<file path="config.mk">
export PLATFORM = sky130hd
export DESIGN_NAME = tft_rx
export DESIGN_NICKNAME = d
export VERILOG_FILES = /design/src/rtl/tft_rx.sv
export SDC_FILE = /design/constraint.sdc
export NUM_CORES = 1
export LEC_CHECK = 0
export ABC_AREA = 1
export BUFFER_PORTS_ARGS = -buffer_cell sky130_fd_sc_hd__buf_2
export CAP_MARGIN = 20
export CELL_PAD_IN_SITES_DETAIL_PLACEMENT = 1
export CELL_PAD_IN_SITES_GLOBAL_PLACEMENT = 2
export CORE_ASPECT_RATIO = 1.75
export CORE_MARGIN = 2
export CORE_UTILIZATION = 34
export DETAILED_ROUTE_END_ITERATION = 16
export GPL_TIMING_DRIVEN = 1
export PLACE_DENSITY_LB_ADDON = 0.1
export SKIP_CTS_REPAIR_TIMING = 1
export SYNTH_ARGS = -nofsm -noshare
export SYNTH_HDL_FRONTEND = slang
export SYNTH_SLANG_ARGS = --single-unit
</file>
<file path="constraint.sdc">
create_clock -name tft_clk -period 2.33 [get_ports tft_clk]
set_input_delay 0.3495 -clock tft_clk [delete_from_list [all_inputs] [get_ports tft_clk]]
set_output_delay 0.3495 -clock tft_clk [all_outputs]
set_load 0.02 [all_outputs]
</file>
<file path="src/rtl/tft_rx.sv">
// rtl/tft_rx.sv - TFT parallel RGB565 receiver with pixel coordinates and format lock
module tft_rx #(
    parameter int   EXP_H   = 480,
    parameter int   EXP_V   = 272,
    parameter logic VS_ACT  = 1'b0,
    parameter int   TIMEOUT = 1 << 20
) (
    input  logic        tft_clk,
    input  logic        sys_rst_n,
    input  logic [15:0] rgb,
    input  logic        hsync,
    input  logic        vsync,
    input  logic        tft_de,
    output logic [15:0] pix_data,
    output logic        pix_valid,
    output logic [9:0]  pix_x,
    output logic [9:0]  pix_y,
    output logic        frame_start,
    output logic [9:0]  h_active,
    output logic [9:0]  v_active,
    output logic        fmt_locked,
    output logic        fmt_err
);

    localparam int CW = $clog2(TIMEOUT + 1);
    localparam logic [1:0] ST_UNLOCK = 2'd0;
    localparam logic [1:0] ST_CHECK  = 2'd1;
    localparam logic [1:0] ST_LOCKED = 2'd2;
    localparam logic [9:0] SAT       = 10'h3FF;

    logic [15:0]   rgb_s1;
    logic          de_s1, vs_s1, hs_s1, de_s2, vs_s2;
    logic [9:0]    col, row, first_len;
    logic          have_first, bad, good_cnt, to_done;
    logic [1:0]    state;
    logic [CW-1:0] cyc;

    logic vs_a1, vs_a2, vs_rise, de_fall, pix_ok, viol, frame_good, timeout_hit;
    logic hs_unused;

    // hsync is carried through the input register for alignment only
    assign hs_unused   = hs_s1;

    assign vs_a1       = (vs_s1 == VS_ACT);
    assign vs_a2       = (vs_s2 == VS_ACT);
    assign vs_rise     = vs_a1 & ~vs_a2;
    assign de_fall     = ~de_s1 & de_s2;
    assign pix_ok      = de_s1 & ~vs_a1;
    assign viol        = de_s1 & vs_a1;
    assign frame_good  = ~bad && (first_len == 10'(EXP_H)) && (row == 10'(EXP_V));
    // vsync in the same cycle suppresses the timeout; no timeout before the first vsync
    assign timeout_hit = (state != ST_UNLOCK) && !to_done && (cyc == CW'(TIMEOUT)) && !vs_rise;

    // Input register (stage 1) and edge-reference register (stage 2)
    always_ff @(posedge tft_clk or negedge sys_rst_n) begin
        if (!sys_rst_n) begin
            rgb_s1 <= '0;
            de_s1  <= 1'b0;
            vs_s1  <= 1'b0;
            hs_s1  <= 1'b0;
            de_s2  <= 1'b0;
            vs_s2  <= 1'b0;
        end else begin
            rgb_s1 <= rgb;
            de_s1  <= tft_de;
            vs_s1  <= vsync;
            hs_s1  <= hsync;
            de_s2  <= de_s1;
            vs_s2  <= vs_s1;
        end
    end

    // Column/row counting, first-line length capture and frame-bad tracking
    always_ff @(posedge tft_clk or negedge sys_rst_n) begin
        if (!sys_rst_n) begin
            col        <= '0;
            row        <= '0;
            first_len  <= '0;
            have_first <= 1'b0;
            bad        <= 1'b0;
        end else if (vs_rise || timeout_hit) begin
            col        <= '0;
            row        <= '0;
            first_len  <= '0;
            have_first <= 1'b0;
            bad        <= vs_rise & viol;
        end else begin
            if (pix_ok) begin
                if (col != SAT) col <= col + 10'd1;
                if (col >= SAT - 10'd1) bad <= 1'b1;
            end
            if (viol) bad <= 1'b1;
            if (de_fall) begin
                col <= '0;
                if (row != SAT) row <= row + 10'd1;
                if (!have_first) begin
                    first_len  <= col;
                    have_first <= 1'b1;
                end else if (col != first_len) begin
                    bad <= 1'b1;
                end
            end
        end
    end

    // Cycles since the last vsync; the timeout fires once per vsync interval
    always_ff @(posedge tft_clk or negedge sys_rst_n) begin
        if (!sys_rst_n) begin
            cyc     <= '0;
            to_done <= 1'b0;
        end else if (vs_rise) begin
            cyc     <= '0;
            to_done <= 1'b0;
        end else if (timeout_hit) begin
            to_done <= 1'b1;
        end else if (!to_done && cyc != CW'(TIMEOUT)) begin
            cyc <= cyc + CW'(1);
        end
    end

    // Lock FSM: frames are judged at each vsync once out of UNLOCK
    always_ff @(posedge tft_clk or negedge sys_rst_n) begin
        if (!sys_rst_n) begin
            state    <= ST_UNLOCK;
            good_cnt <= 1'b0;
        end else if (vs_rise) begin
            case (state)
                ST_UNLOCK: begin
                    state    <= ST_CHECK;
                    good_cnt <= 1'b0;
                end
                ST_CHECK: begin
                    if (!frame_good) begin
                        good_cnt <= 1'b0;
                    end else if (good_cnt) begin
                        state    <= ST_LOCKED;
                        good_cnt <= 1'b0;
                    end else begin
                        good_cnt <= 1'b1;
                    end
                end
                ST_LOCKED: begin
                    if (!frame_good) begin
                        state    <= ST_CHECK;
                        good_cnt <= 1'b0;
                    end
                end
                default: begin
                    state    <= ST_UNLOCK;
                    good_cnt <= 1'b0;
                end
            endcase
        end else if (timeout_hit) begin
            state    <= ST_UNLOCK;
            good_cnt <= 1'b0;
        end
    end

    // Output register: pixel stream, frame measurements and status pulses
    always_ff @(posedge tft_clk or negedge sys_rst_n) begin
        if (!sys_rst_n) begin
            pix_data    <= '0;
            pix_valid   <= 1'b0;
            pix_x       <= '0;
            pix_y       <= '0;
            frame_start <= 1'b0;
            h_active    <= '0;
            v_active    <= '0;
            fmt_locked  <= 1'b0;
            fmt_err     <= 1'b0;
        end else begin
            pix_valid   <= pix_ok;
            if (pix_ok) begin
                pix_data <= rgb_s1;
                pix_x    <= col;
                pix_y    <= row;
            end
            frame_start <= vs_rise;
            if (vs_rise) begin
                h_active <= first_len;
                v_active <= row;
            end
            fmt_locked  <= (state == ST_LOCKED);
            fmt_err     <= timeout_hit | (vs_rise & (state != ST_UNLOCK) & ~frame_good);
        end
    end

endmodule

</file>
==> results.ini, run 1 <==
[outcome]
run_status=finished clean

[place]
last_weighted_congestion_value_of_the_routability_driven_placer=0.831
dp_hpwl_mm=14.0
numPortBuffers=79

[finish]
fill_cells=2213
layout_top_registers=cyc (21), pix_data (16), rgb_s1 (16)
area_delta_synth_final_pct=21.0
finalCoreUtilization_pct=41.9
fraction_of_layout_instances_using_a_drive_strength_above_1_pct=17.8
registers.top_by_ff_count=cyc
number_of_flip_flops_in_the_largest_register=21
multi_input_area_mm2=0.00256
regArea_mm2=0.00343
layout.nets=896

[clocking]
cts.path.max_buffers=2
ctsHtreeMaxLevel=4
clock_sinks=137
clk-insertion-delay-late_ps=440
cts_tree=yes
clock_tree.root_cell=sky130_fd_sc_hd__clkbuf_16
cts_inserted_buffers=17
worst_setup_hold_path_clk_slew_ps=60

[floorplan]
pin_count=81
initial_core_util_pct=34.6
die_h_um=185
die_w_um=108
die-area_mm2=0.0200
core.rowCount=66
placeableCoreArea_mm2=0.0185

[synth]
largest_area_contributor_in_the_synthesized_netlist=sky130_fd_sc_hd__dfrtp_1
synthCells=776
synthesis.nets=803
synthesis.area_mm2=0.00640
yosysUniqueCellTypes=35
top_area_cell_type_share_of_the_netlist_area_pct=53.6
post-synth-top-count-cell=sky130_fd_sc_hd__nand2_1
synthFlopType=sky130_fd_sc_hd__dfrtp_1
synth_common_cells=245 x sky130_fd_sc_hd__nand2_1, 137 x sky130_fd_sc_hd__dfrtp_1, 76 x sky130_fd_sc_hd__nor2_1, 67 x sky130_fd_sc_hd__inv_1
synthesis.yosys.warnings=0
synth_area_leaders=sky130_fd_sc_hd__dfrtp_1 54%, sky130_fd_sc_hd__nand2_1 14%, sky130_fd_sc_hd__nand3_1 4.5%, sky130_fd_sc_hd__o21ai_0 4.5%, sky130_fd_sc_hd__nor2_1 4.5%
synth_edf_count=0
synth.ff_latch_count=137
synth_seq_area_share_pct=53.6
asyncSetResetFlopFracSynth_pct=100
syn_avg_cell_area_um2=8.25

[flow_run]
cap_violations=0

[worst_setup_path]
family_with_the_most_delay_on_the_worst_path=simple AND/OR/NAND/NOR gates
worstSetupEndpointType=flop
timing.critical_path.fanout_max=15
cp_cell_sequence=inv_1, ha_1, nand2_1, nor2_2, nand4_1, nand2_1, buf_4, nor2_1, nand2_1, nand2_1
cp_startpoint_kind=flop
criticalPathCategory=flop to flop
critical_path.n_buffers_inverters=2
cpMostUsedCell=sky130_fd_sc_hd__nand2_1
cp_data_required_time_ps=2650
crit_arrival_ps=2260
crit_path_top_delay_cell=sky130_fd_sc_hd__dfrtp_1
worst_path_max_stage_delay_ps=430

[timing]
finalHoldViolCount=0
totalNegativeSetupSlack_ps=0
fin_worst_skew_ps=9.46
count_of_final_setup_violators=0
period_needed_ps=1940
achievable-frequency_mhz=516
relSlewSlack_pct=64.9
drv_slew=0
tightest_slew_ps=527
holdWs_ps=18.8
rsz0062_at_grt=no
min_period_over_period_pct=83.2

[pwr]
cellLeakagePower_uw=0.00378
report.power.total_uw=5990
pwrdens_mw_per_mm2=774
ir_worst_vdd_uv=535

[routing]
drt-pass1-iter-count=4
routed_via_density=4.97
detail_route.drc_violations=0
initialDrtViolationCount=281
route.final.wire_length_mm=19.2
top_layer_used=met4
post_drt_wl_per_cell_um=17.1
route.met2.wl_mm=10.9
detailroute.wirelength.met3_um=423
routed-via-count=5572
wl_met1_mm=7.38
antenna_violating_nets_post_route=0

[worst_hold_path]
hold_class=input port to flop

[grt]
grt_first_pass_wirelength_mm=31.3
grt.total_usage_pct=20.5
initial_antenna_violation_count=0
global_route.overflow_total=0
first_global_vias=5990
grt_max_degree=60

logic make-up after synthesis:
logic type               after synthesis  synth area share [%]
XOR/XNOR                              14                  1.92
buffers and inverters                 95                  6.47
AND/OR/NAND/NOR                      430                  29.1
adder cells (fa/ha/maj)                6                  1.17
flip-flops                           137                  53.6
AO/OA/AOI/OAI                         94                  7.76
worst paths after layout:
path / from / to / slack [ps] / cells after the start
hold reg to reg: rgb_s1[11]$_DFF_PN0_ / pix_data[11]$_DFFE_PN0P_ / 440 / 2
max in group asynchronous: sys_rst_n / col[6]$_DFFE_PN0P_ / 1100 / 3
hold / removal: rgb[4] / rgb_s1[4]$_DFF_PN0_ / 20 / 1
min in group asynchronous: sys_rst_n / row[3]$_DFFE_PN0P_ / 450 / 2
setup reg to reg: cyc[0]$_DFFE_PN0P_ / col[8]$_DFFE_PN0P_ / 390 / 10
setup / recovery: cyc[0]$_DFFE_PN0P_ / col[8]$_DFFE_PN0P_ / 390 / 10
where the power goes:
group / total (µW) / switching (µW) / internal, µW
clock network: 2820 / 1110 / 1710
registers: 2590 / 93.2 / 2500
logic: 583 / 402 / 181
total: 5990 / 1600 / 4390
routing by layer:
metal  track usage [%]  up-vias
met5                 0        -
met4              8.72        0
li1                  -     2666
met3              4.06       34
met2              38.9       81
met1              21.5     2791
layout make-up:
class                   count  area share (%)
multi-input cells         544            33.0
flip-flops and latches    137            44.3
clock inverters            14            2.25
diodes                      1          0.0323
inverters                  69            3.36
repair buffers            100            7.51
well taps                 238            3.85
clock buffers              18            5.67
cell usage in the layout, fill, tap and decap left out, drive strengths merged, types with 4 or more instances in the layout:
| cell | synthesis | routed |
|---|---|---|
| a21oi | 17 | 17 |
| buf | 18 | 96 |
| clkbuf | 8 | 18 |
| clkinv | 2 | 8 |
| clkinvlp | 0 | 4 |
| dfrtp | 137 | 137 |
| dlygate4sd3 | 0 | 4 |
| ha | 6 | 6 |
| inv | 67 | 68 |
| nand2 | 252 | 252 |
| nand3 | 59 | 59 |
| nand4 | 23 | 23 |
| nor2 | 88 | 88 |
| nor3 | 5 | 5 |
| o21ai | 72 | 72 |
| xnor2 | 6 | 6 |
| xor2 | 8 | 8 |
worst register-to-register path: stages (launching register included):
cell and delay (ps):
sky130_fd_sc_hd__dfrtp_1 430, sky130_fd_sc_hd__inv_1 210, sky130_fd_sc_hd__ha_1 210, sky130_fd_sc_hd__nand2_1 70
sky130_fd_sc_hd__nor2_2 140, sky130_fd_sc_hd__nand4_1 200, sky130_fd_sc_hd__nand2_1 140, sky130_fd_sc_hd__buf_4 230
sky130_fd_sc_hd__nor2_1 60, sky130_fd_sc_hd__nand2_1 70, sky130_fd_sc_hd__nand2_1 60
stage by stage:
step	setup WS [ps]	cells	cell area (µm²)
6_report	391	1121	7740
5_1_grt	150	1120	7740
4_1_cts	343	1116	7700
3_5_place_dp	383	1084	7090
3_3_place_gp	407	1084	7090
2_1_floorplan	702	776	6400
Power figures use the tool's default switching activity.
==> run 2, diff against run 1 <==
--- a/config.mk
+++ b/config.mk
@@ -5,14 +5,14 @@
 export SDC_FILE = /design/constraint.sdc
 export NUM_CORES = 1
 export LEC_CHECK = 0
-export ABC_AREA = 1
+export ABC_AREA = 0
 export BUFFER_PORTS_ARGS = -buffer_cell sky130_fd_sc_hd__buf_2
 export CAP_MARGIN = 20
 export CELL_PAD_IN_SITES_DETAIL_PLACEMENT = 1
 export CELL_PAD_IN_SITES_GLOBAL_PLACEMENT = 2
 export CORE_ASPECT_RATIO = 1.75
 export CORE_MARGIN = 2
-export CORE_UTILIZATION = 34
+export CORE_UTILIZATION = 36
 export DETAILED_ROUTE_END_ITERATION = 16
 export GPL_TIMING_DRIVEN = 1
 export PLACE_DENSITY_LB_ADDON = 0.1
==> constraint.sdc (replaced) <==
create_clock -name tft_clk -period 1.9 [get_ports tft_clk]
set_input_delay 0.285 -clock tft_clk [delete_from_list [all_inputs] [get_ports tft_clk]]
set_output_delay 0.285 -clock tft_clk [all_outputs]
set_load 0.02 [all_outputs]
==> run 2 against run 1 <==
Effect of this change: the run now ends with setup timing left; non-clock buffer count is 66 higher; cell count is 16% lower; sequential share of layout area hardly changed; clock skew is essentially flat; global-route usage shrank 1.1 points; first-iteration DRC count fell by 61%; critical endpoint is now good_cnt$_DFFE_PN0P_.
==> results.ini, run 2 <==
[outcome]
run_status=finished, violations left  ; was finished clean
failed_checks=setup timing

[routing]
routed-via-count=4768  ; was 5572
drt-pass1-iter-count=4  ; unchanged
detail_route.drc_violations=0  ; unchanged
initialDrtViolationCount=110  ; was 281
routed_via_density=5.05  ; was 4.97
route.final.wire_length_mm=16.2  ; was 19.2 mm
antenna_violating_nets_post_route=0  ; unchanged
post_drt_wl_per_cell_um=17.1  ; about the same

[worst_setup_path]
critical_path.startpoint=cyc[4]$_DFFE_PN0P_  ; was cyc[0]$_DFFE_PN0P_
regToRegStartpoint=cyc[4]$_DFFE_PN0P_  ; was cyc[0]$_DFFE_PN0P_
timing.critical_path.fanout_max=6  ; was 15
worstSetupEndpointType=flop  ; unchanged
cp_startpoint_kind=flop  ; unchanged
r2r_setup_slack_ps=-80  ; was 390 ps
crit_arrival_ps=2270  ; was 2260 ps
cp_data_required_time_ps=2190  ; was 2650 ps
number_of_cells_on_the_worst_reg_to_reg_path=7  ; was 10
criticalPathCategory=flop to flop  ; unchanged
rr_endpoint=good_cnt$_DFFE_PN0P_  ; was col[8]$_DFFE_PN0P_

[pwr]
pwr-share-clk_pct=42.6  ; was 47.1%
swShare_pct=27.5  ; was 26.7%
power.net_switching_uw=1980  ; was 1600 µW
cellLeakagePower_uw=0.00402  ; was 0.00378 µW
cellInternalPower_uw=5220  ; was 4390 µW
pwrdens_mw_per_mm2=929  ; was 774 mW/mm²
ir_worst_vdd_uv=510  ; was 535 µV
p_seq_share_pct=44.1  ; was 43.2%
combinationalPowerShare_pct=13.3  ; was 9.7%
report.power.total_uw=7200  ; was 5990 µW

[place]
post_dp_cell_area_mm2=0.00688  ; was 0.00709 mm²
post-place-cells=889  ; was 1084
last_weighted_congestion_value_of_the_routability_driven_placer=0.822  ; was 0.831
dp_hpwl_mm=11.4  ; was 14.0 mm
numPortBuffers=79  ; unchanged
post-place-ws_ps=-187  ; was 383 ps

[synth]
asyncSetResetFlopFracSynth_pct=100  ; unchanged
synth_common_cells=176 x sky130_fd_sc_hd__nand2_1, 137 x sky130_fd_sc_hd__dfrtp_1, 54 x sky130_fd_sc_hd__nor2_1, 24 x sky130_fd_sc_hd__xor2_1, 20 x sky130_fd_sc_hd__clkbuf_1  ; was 245 x sky130_fd_sc_hd__nand2_1, 137 x sky130_fd_sc_hd__dfrtp_1, 76 x sky130_fd_sc_hd__nor2_1, 67 x sky130_fd_sc_hd__inv_1
synthesis.area_mm2=0.00587  ; was 0.00640 mm²
syn_avg_cell_area_um2=9.98  ; was 8.25 µm²
synth_edf_count=0  ; unchanged
largest_area_contributor_in_the_synthesized_netlist=sky130_fd_sc_hd__dfrtp_1  ; unchanged
synth_area_leaders=sky130_fd_sc_hd__dfrtp_1 58%, sky130_fd_sc_hd__nand2_1 11%, sky130_fd_sc_hd__xor2_1 3.6%, sky130_fd_sc_hd__nor2_1 3.5%, sky130_fd_sc_hd__mux2i_1 2.4%  ; was sky130_fd_sc_hd__dfrtp_1 54%, sky130_fd_sc_hd__nand2_1 14%, sky130_fd_sc_hd__nand3_1 4.5%, sky130_fd_sc_hd__o21ai_0 4.5%, sky130_fd_sc_hd__nor2_1 4.5%
top_area_cell_type_share_of_the_netlist_area_pct=58.4  ; was 53.6%
yosysUniqueCellTypes=55  ; was 35
synth_seq_area_share_pct=58.4  ; was 53.6%
synth.ff_latch_count=137  ; unchanged
post-synth-top-count-cell=sky130_fd_sc_hd__nand2_1  ; unchanged
synthCells=588  ; was 776
synthesis.yosys.warnings=0  ; unchanged
synthFlopType=sky130_fd_sc_hd__dfrtp_1  ; unchanged
synthesis.nets=615  ; was 803

[grt]
met2_layer_usage_reported_by_global_route_pct=36.8  ; was 38.9%
first_global_vias=5306  ; was 5990
global_route.overflow_total=0  ; unchanged
initial_antenna_violation_count=0  ; unchanged
grt_util_met3_pct=3.64  ; was 4.06%
grt_max_degree=54  ; was 60
grt.total_usage_pct=19.4  ; was 20.5%
grt_first_pass_wirelength_mm=26.5  ; was 31.3 mm
met1_use_gr_pct=20.7  ; was 21.5%
busiest_layer=met2  ; unchanged

[finish]
layout.nets=770  ; was 896
final_cell_mix=176 x sky130_fd_sc_hd__nand2_1, 137 x sky130_fd_sc_hd__dfrtp_1, 78 x sky130_fd_sc_hd__buf_2, 63 x sky130_fd_sc_hd__buf_4, 52 x sky130_fd_sc_hd__nor2_1  ; was 244 x sky130_fd_sc_hd__nand2_1, 137 x sky130_fd_sc_hd__dfrtp_1, 78 x sky130_fd_sc_hd__buf_2, 76 x sky130_fd_sc_hd__nor2_1, 67 x sky130_fd_sc_hd__inv_1
number_of_antenna_diodes=0  ; was 1
layout_top_registers=cyc (21), pix_data (16), rgb_s1 (16)  ; unchanged
finalNonFillerCells=945  ; was 1121
registers.top_by_ff_count=cyc  ; unchanged
layout_commonest_cell=sky130_fd_sc_hd__nand2_1  ; unchanged
number_of_flip_flops_in_the_largest_register=21  ; unchanged
fraction_of_layout_instances_using_a_drive_strength_above_1_pct=26.3  ; was 17.8%
fill_cells=1800  ; was 2213
finalInstanceArea_mm2=0.00775  ; was 0.00774 mm²
area_delta_synth_final_pct=32.1  ; was 21.0%

[flow_run]
cap_violations=0  ; unchanged

[timing]
tightest_slew_ps=446  ; was 527 ps
holdWs_ps=333  ; was 18.8 ps
drv_slew=0  ; unchanged
relSlewSlack_pct=70.0  ; was 64.9%
period_needed_ps=1980  ; was 1940 ps
min_period_over_period_pct=104  ; was 83.2%
setup_ws_ps=-83.2  ; was 391 ps
achievable-frequency_mhz=504  ; was 516 MHz
count_of_final_setup_violators=28  ; was 0
fin_worst_skew_ps=9.65  ; was 9.46 ps
finalHoldViolCount=0  ; unchanged
rsz0062_at_grt=yes  ; was no

[floorplan]
die_h_um=173  ; was 185 µm
initial_core_util_pct=36.8  ; was 34.6%
pin_count=81  ; unchanged
placeableCoreArea_mm2=0.0160  ; was 0.0185 mm²
die_w_um=101  ; was 108 µm
die-area_mm2=0.0174  ; was 0.0200 mm²
core.rowCount=61  ; was 66

[clocking]
cts.path.max_buffers=2  ; unchanged
ctsHtreeMaxLevel=4  ; unchanged
clk-insertion-delay-late_ps=410  ; was 440 ps
clock_sinks=137  ; unchanged
cts_tree=yes  ; unchanged
worst_setup_hold_path_clk_slew_ps=60  ; about the same
cts_inserted_buffers=17  ; unchanged
clock_tree.root_cell=sky130_fd_sc_hd__clkbuf_16  ; unchanged

[worst_hold_path]
hold_class=input port to asynchronous set/reset pin  ; was input port to flop

==> run 2: logic make-up after synthesis <==
family,count (synthesis),synth area share [%]
multiplexers,15,2.58
flip-flops,137,58.4
adder cells (fa/ha/maj),6,1.28
AND/OR/NAND/NOR,315,24.4
AO/OA/AOI/OAI,41,5.35
XOR/XNOR,35,5.22
buffers and inverters,39,2.69
==> run 2: critical path, stage by stage, from the launching register on <==
cell                       delay, ps
sky130_fd_sc_hd__dfrtp_1         390
sky130_fd_sc_hd__nor4_2          270
sky130_fd_sc_hd__buf_4           160
sky130_fd_sc_hd__nand4b_1        190
sky130_fd_sc_hd__o41ai_4         340
sky130_fd_sc_hd__buf_6           170
sky130_fd_sc_hd__o21ai_1          80
sky130_fd_sc_hd__mux2_4          260
==> run 2: power by group through the flow <==
stage	combinational [µW]	sequential [µW]	clock, µW
finish	959	3170	3070
global route	1070	3190	3250
CTS	904	3170	3150
detailed placement	898	3220	0
global placement	865	3220	0
floorplan	316	3340	0
==> run 2: final cells by class <==
class	instances	area [µm²]	share of cell area [%]
clock buffers	21	460	5.94
clock inverters	11	90.1	1.16
inverters	8	30.0	0.388
multi-input cells	413	2370	30.5
flip-flops and latches	137	3430	44.2
well taps	189	236	3.05
repair buffers	166	1140	14.7
==> run 2: metal layers <==
metal	vias up	part of all wire, %
met1	2413	38
met5	-	0
met3	20	2.9
met4	0	2.0
li1	2262	-
met2	73	57
==> run 2: worst max-delay path by stage <==
stage / endpoint
floorplan: good_cnt$_DFFE_PN0P_
global placement: col[1]$_DFFE_PN0P_
detailed placement: col[1]$_DFFE_PN0P_
CTS: col[1]$_DFFE_PN0P_
global route: good_cnt$_DFFE_PN0P_
finish: good_cnt$_DFFE_PN0P_
==> run 2: metrics by stage <==
stage          TNS (ps)  util (%)
2_1_floorplan         0         -
3_3_place_gp      -1650      43.1
3_5_place_dp      -3980      43.1
4_1_cts           -5230      46.6
5_1_grt           -3830      48.6
6_report           -877      48.6
==> run 3, diff against run 2 <==
--- a/config.mk
+++ b/config.mk
@@ -11,7 +11,6 @@
 export CELL_PAD_IN_SITES_DETAIL_PLACEMENT = 1
 export CELL_PAD_IN_SITES_GLOBAL_PLACEMENT = 2
 export CORE_ASPECT_RATIO = 1.75
-export CORE_MARGIN = 2
 export CORE_UTILIZATION = 36
 export DETAILED_ROUTE_END_ITERATION = 16
 export GPL_TIMING_DRIVEN = 1
==> run 3 against run 2 <==
Effect of this change: the flow finishes with violations (DRC, setup timing); sequential cell count stayed put; die area is 3.1% lower; first-iteration DRC count is 49% higher; routed wire length is 4.7% higher; sequential power hardly changed; power is 1.3% higher; global-route usage is 1.2 points higher; highest routed layer unchanged.
==> results.ini, run 3 (synthesized netlist as in run 2, its figures left out) <==
[outcome]
run_status=finished, violations left  ; unchanged
failed_checks=DRC, setup timing  ; was setup timing

[finish]
registers.top_by_ff_count=cyc  ; unchanged
finalCoreUtilization_pct=49.0  ; was 48.6%
regArea_mm2=0.00343  ; unchanged
fill_cells=1810  ; was 1800
final_cell_mix=176 x sky130_fd_sc_hd__nand2_1, 137 x sky130_fd_sc_hd__dfrtp_1, 78 x sky130_fd_sc_hd__buf_2, 65 x sky130_fd_sc_hd__buf_4, 54 x sky130_fd_sc_hd__nor2_1  ; was 176 x sky130_fd_sc_hd__nand2_1, 137 x sky130_fd_sc_hd__dfrtp_1, 78 x sky130_fd_sc_hd__buf_2, 63 x sky130_fd_sc_hd__buf_4, 52 x sky130_fd_sc_hd__nor2_1
layout_commonest_cell=sky130_fd_sc_hd__nand2_1  ; unchanged
number_of_flip_flops_in_the_largest_register=21  ; unchanged
number_of_antenna_diodes=0  ; unchanged
layout.nets=771  ; was 770
fraction_of_layout_instances_using_a_drive_strength_above_1_pct=25.9  ; was 26.3%
area_delta_synth_final_pct=32.5  ; was 32.1%
layout_top_registers=cyc (21), pix_data (16), rgb_s1 (16)  ; unchanged
multi_input_area_mm2=0.00235  ; was 0.00237 mm²
finalNonFillerCells=946  ; was 945

[floorplan]
initial_core_util_pct=37.0  ; was 36.8%
core.rowCount=61  ; unchanged
placeableCoreArea_mm2=0.0159  ; was 0.0160 mm²
die_h_um=171  ; was 173 µm
die-area_mm2=0.0168  ; was 0.0174 mm²
die_w_um=98.5  ; was 101 µm
pin_count=81  ; unchanged

[timing]
holdWs_ps=19.9  ; was 333 ps
min_period_over_period_pct=105  ; was 104%
period_needed_ps=2000  ; was 1980 ps
setup_ws_ps=-104  ; was -83.2 ps
rsz0062_at_grt=yes  ; unchanged
tightest_slew_ps=617  ; was 446 ps
achievable-frequency_mhz=499  ; was 504 MHz
relSlewSlack_pct=58.9  ; was 70.0%
drv_slew=0  ; unchanged
finalHoldViolCount=0  ; unchanged
fin_worst_skew_ps=12.5  ; was 9.65 ps
count_of_final_setup_violators=33  ; was 28

[place]
numPortBuffers=79  ; unchanged
last_weighted_congestion_value_of_the_routability_driven_placer=0.837  ; was 0.822
dp_hpwl_mm=11.7  ; was 11.4 mm
post-place-ws_ps=-281  ; was -187 ps
post-place-cells=890  ; was 889

[worst_setup_path]
worstSetupEndpointType=flop  ; unchanged
cp_startpoint_kind=flop  ; unchanged
cpMostUsedCell=sky130_fd_sc_hd__buf_4
critical_path.n_buffers_inverters=2  ; unchanged
worst_path_max_stage_delay_ps=400  ; was 390 ps
cp_data_required_time_ps=2190  ; about the same
crit_path_top_delay_cell=sky130_fd_sc_hd__dfrtp_1  ; unchanged
cp_cell_sequence=nor4_4, buf_4, nand4b_1, o41ai_4, buf_4, o21ai_2, mux2_4  ; was nor4_2, buf_4, nand4b_1, o41ai_4, buf_6, o21ai_1, mux2_4
family_with_the_most_delay_on_the_worst_path=simple AND/OR/NAND/NOR gates  ; unchanged
criticalPathCategory=flop to flop  ; unchanged
timing.critical_path.fanout_max=5  ; was 6
crit_arrival_ps=2290  ; was 2270 ps

[clocking]
cts.path.max_buffers=2  ; unchanged
cts_inserted_buffers=17  ; unchanged
cts_tree=yes  ; unchanged
clk-insertion-delay-late_ps=410  ; about the same
ctsHtreeMaxLevel=4  ; unchanged
clock_tree.root_cell=sky130_fd_sc_hd__clkbuf_16  ; unchanged
worst_setup_hold_path_clk_slew_ps=60  ; about the same
clock_sinks=137  ; unchanged

[grt]
grt.total_usage_pct=20.6  ; was 19.4%
initial_antenna_violation_count=0  ; unchanged
grt_util_met3_pct=3.19  ; was 3.64%
met2_layer_usage_reported_by_global_route_pct=38.6  ; was 36.8%
met1_use_gr_pct=22.7  ; was 20.7%
busiest_layer=met2  ; unchanged
grt_max_degree=57  ; was 54
grt_first_pass_wirelength_mm=26.7  ; was 26.5 mm
first_global_vias=5158  ; was 5306
global_route.overflow_total=0  ; unchanged

[routing]
detail_route.drc_violations=1  ; was 0
drt-pass1-iter-count=10  ; was 4
antenna_violating_nets_post_route=0  ; unchanged
route.final.wire_length_mm=16.9  ; was 16.2 mm
routed-via-count=4857  ; was 4768
routed_via_density=5.13  ; was 5.05
post_drt_wl_per_cell_um=17.9  ; was 17.1 µm
initialDrtViolationCount=164  ; was 110

[worst_hold_path]
hold_class=input port to flop  ; was input port to asynchronous set/reset pin

[pwr]
pwrdens_mw_per_mm2=939  ; was 929 mW/mm²
cellLeakagePower_uw=0.00406  ; was 0.00402 µW
ir_worst_vdd_uv=501  ; was 510 µV

[flow_run]
cap_violations=0  ; unchanged

==> run 3: cell types whose count changed in the layout (fill, tap and decap cells not counted), sizes merged <==
cell,previous run,this run
or2,4,3
clkbuf,21,20
buf,147,149
dlygate4sd3,19,18
clkinvlp,5,3
bufinv,0,1
clkinv,3,6
==> run 3: layout make-up <==
type	count	area share (%)
Sequential cell	137	44.1
Multi-Input combinational cell	412	30.3
Timing Repair Buffer	168	15.1
Clock buffer	19	5.57
Tap cell	189	3.04
Clock inverter	13	1.55
Inverter	8	0.386
==> run 3: layer usage <==
layer	up-vias	part of all wire [%]	wire length, µm
met5	-	0	0
met4	0	3.3	554
met3	32	2.5	421
met2	92	55	9340
met1	2473	39	6590
li1	2260	-	-
==> run 3: per-stage QoR <==
stage	total power, µW	area, µm²	TNS (ps)
finish	7300	7770	-1590
global route	7620	7770	-3950
CTS	7320	7460	-10070
detailed placement	4140	6900	-8600
global placement	4100	6900	-4240
floorplan	3650	5870	0
==> run 3: final timing paths <==
check,start,to,slack (ps),cells after the start
min,vsync,vs_s1$_DFF_PN0_,20,1
max reg2reg,cyc[4]$_DFFE_PN0P_,good_cnt$_DFFE_PN0P_,-100,7
max,cyc[4]$_DFFE_PN0P_,good_cnt$_DFFE_PN0P_,-100,7
min in group asynchronous,sys_rst_n,frame_start$_DFF_PN0_,410,2
max in group asynchronous,sys_rst_n,col[7]$_DFFE_PN0P_,820,3
min reg2reg,rgb_s1[11]$_DFF_PN0_,pix_data[11]$_DFFE_PN0P_,440,2
==> run 3: power by group <==
group	internal, µW	total (µW)	switching, µW
registers	3080	3180	104
clock network	1810	3140	1330
logic	408	972	564
total	5300	7300	2000
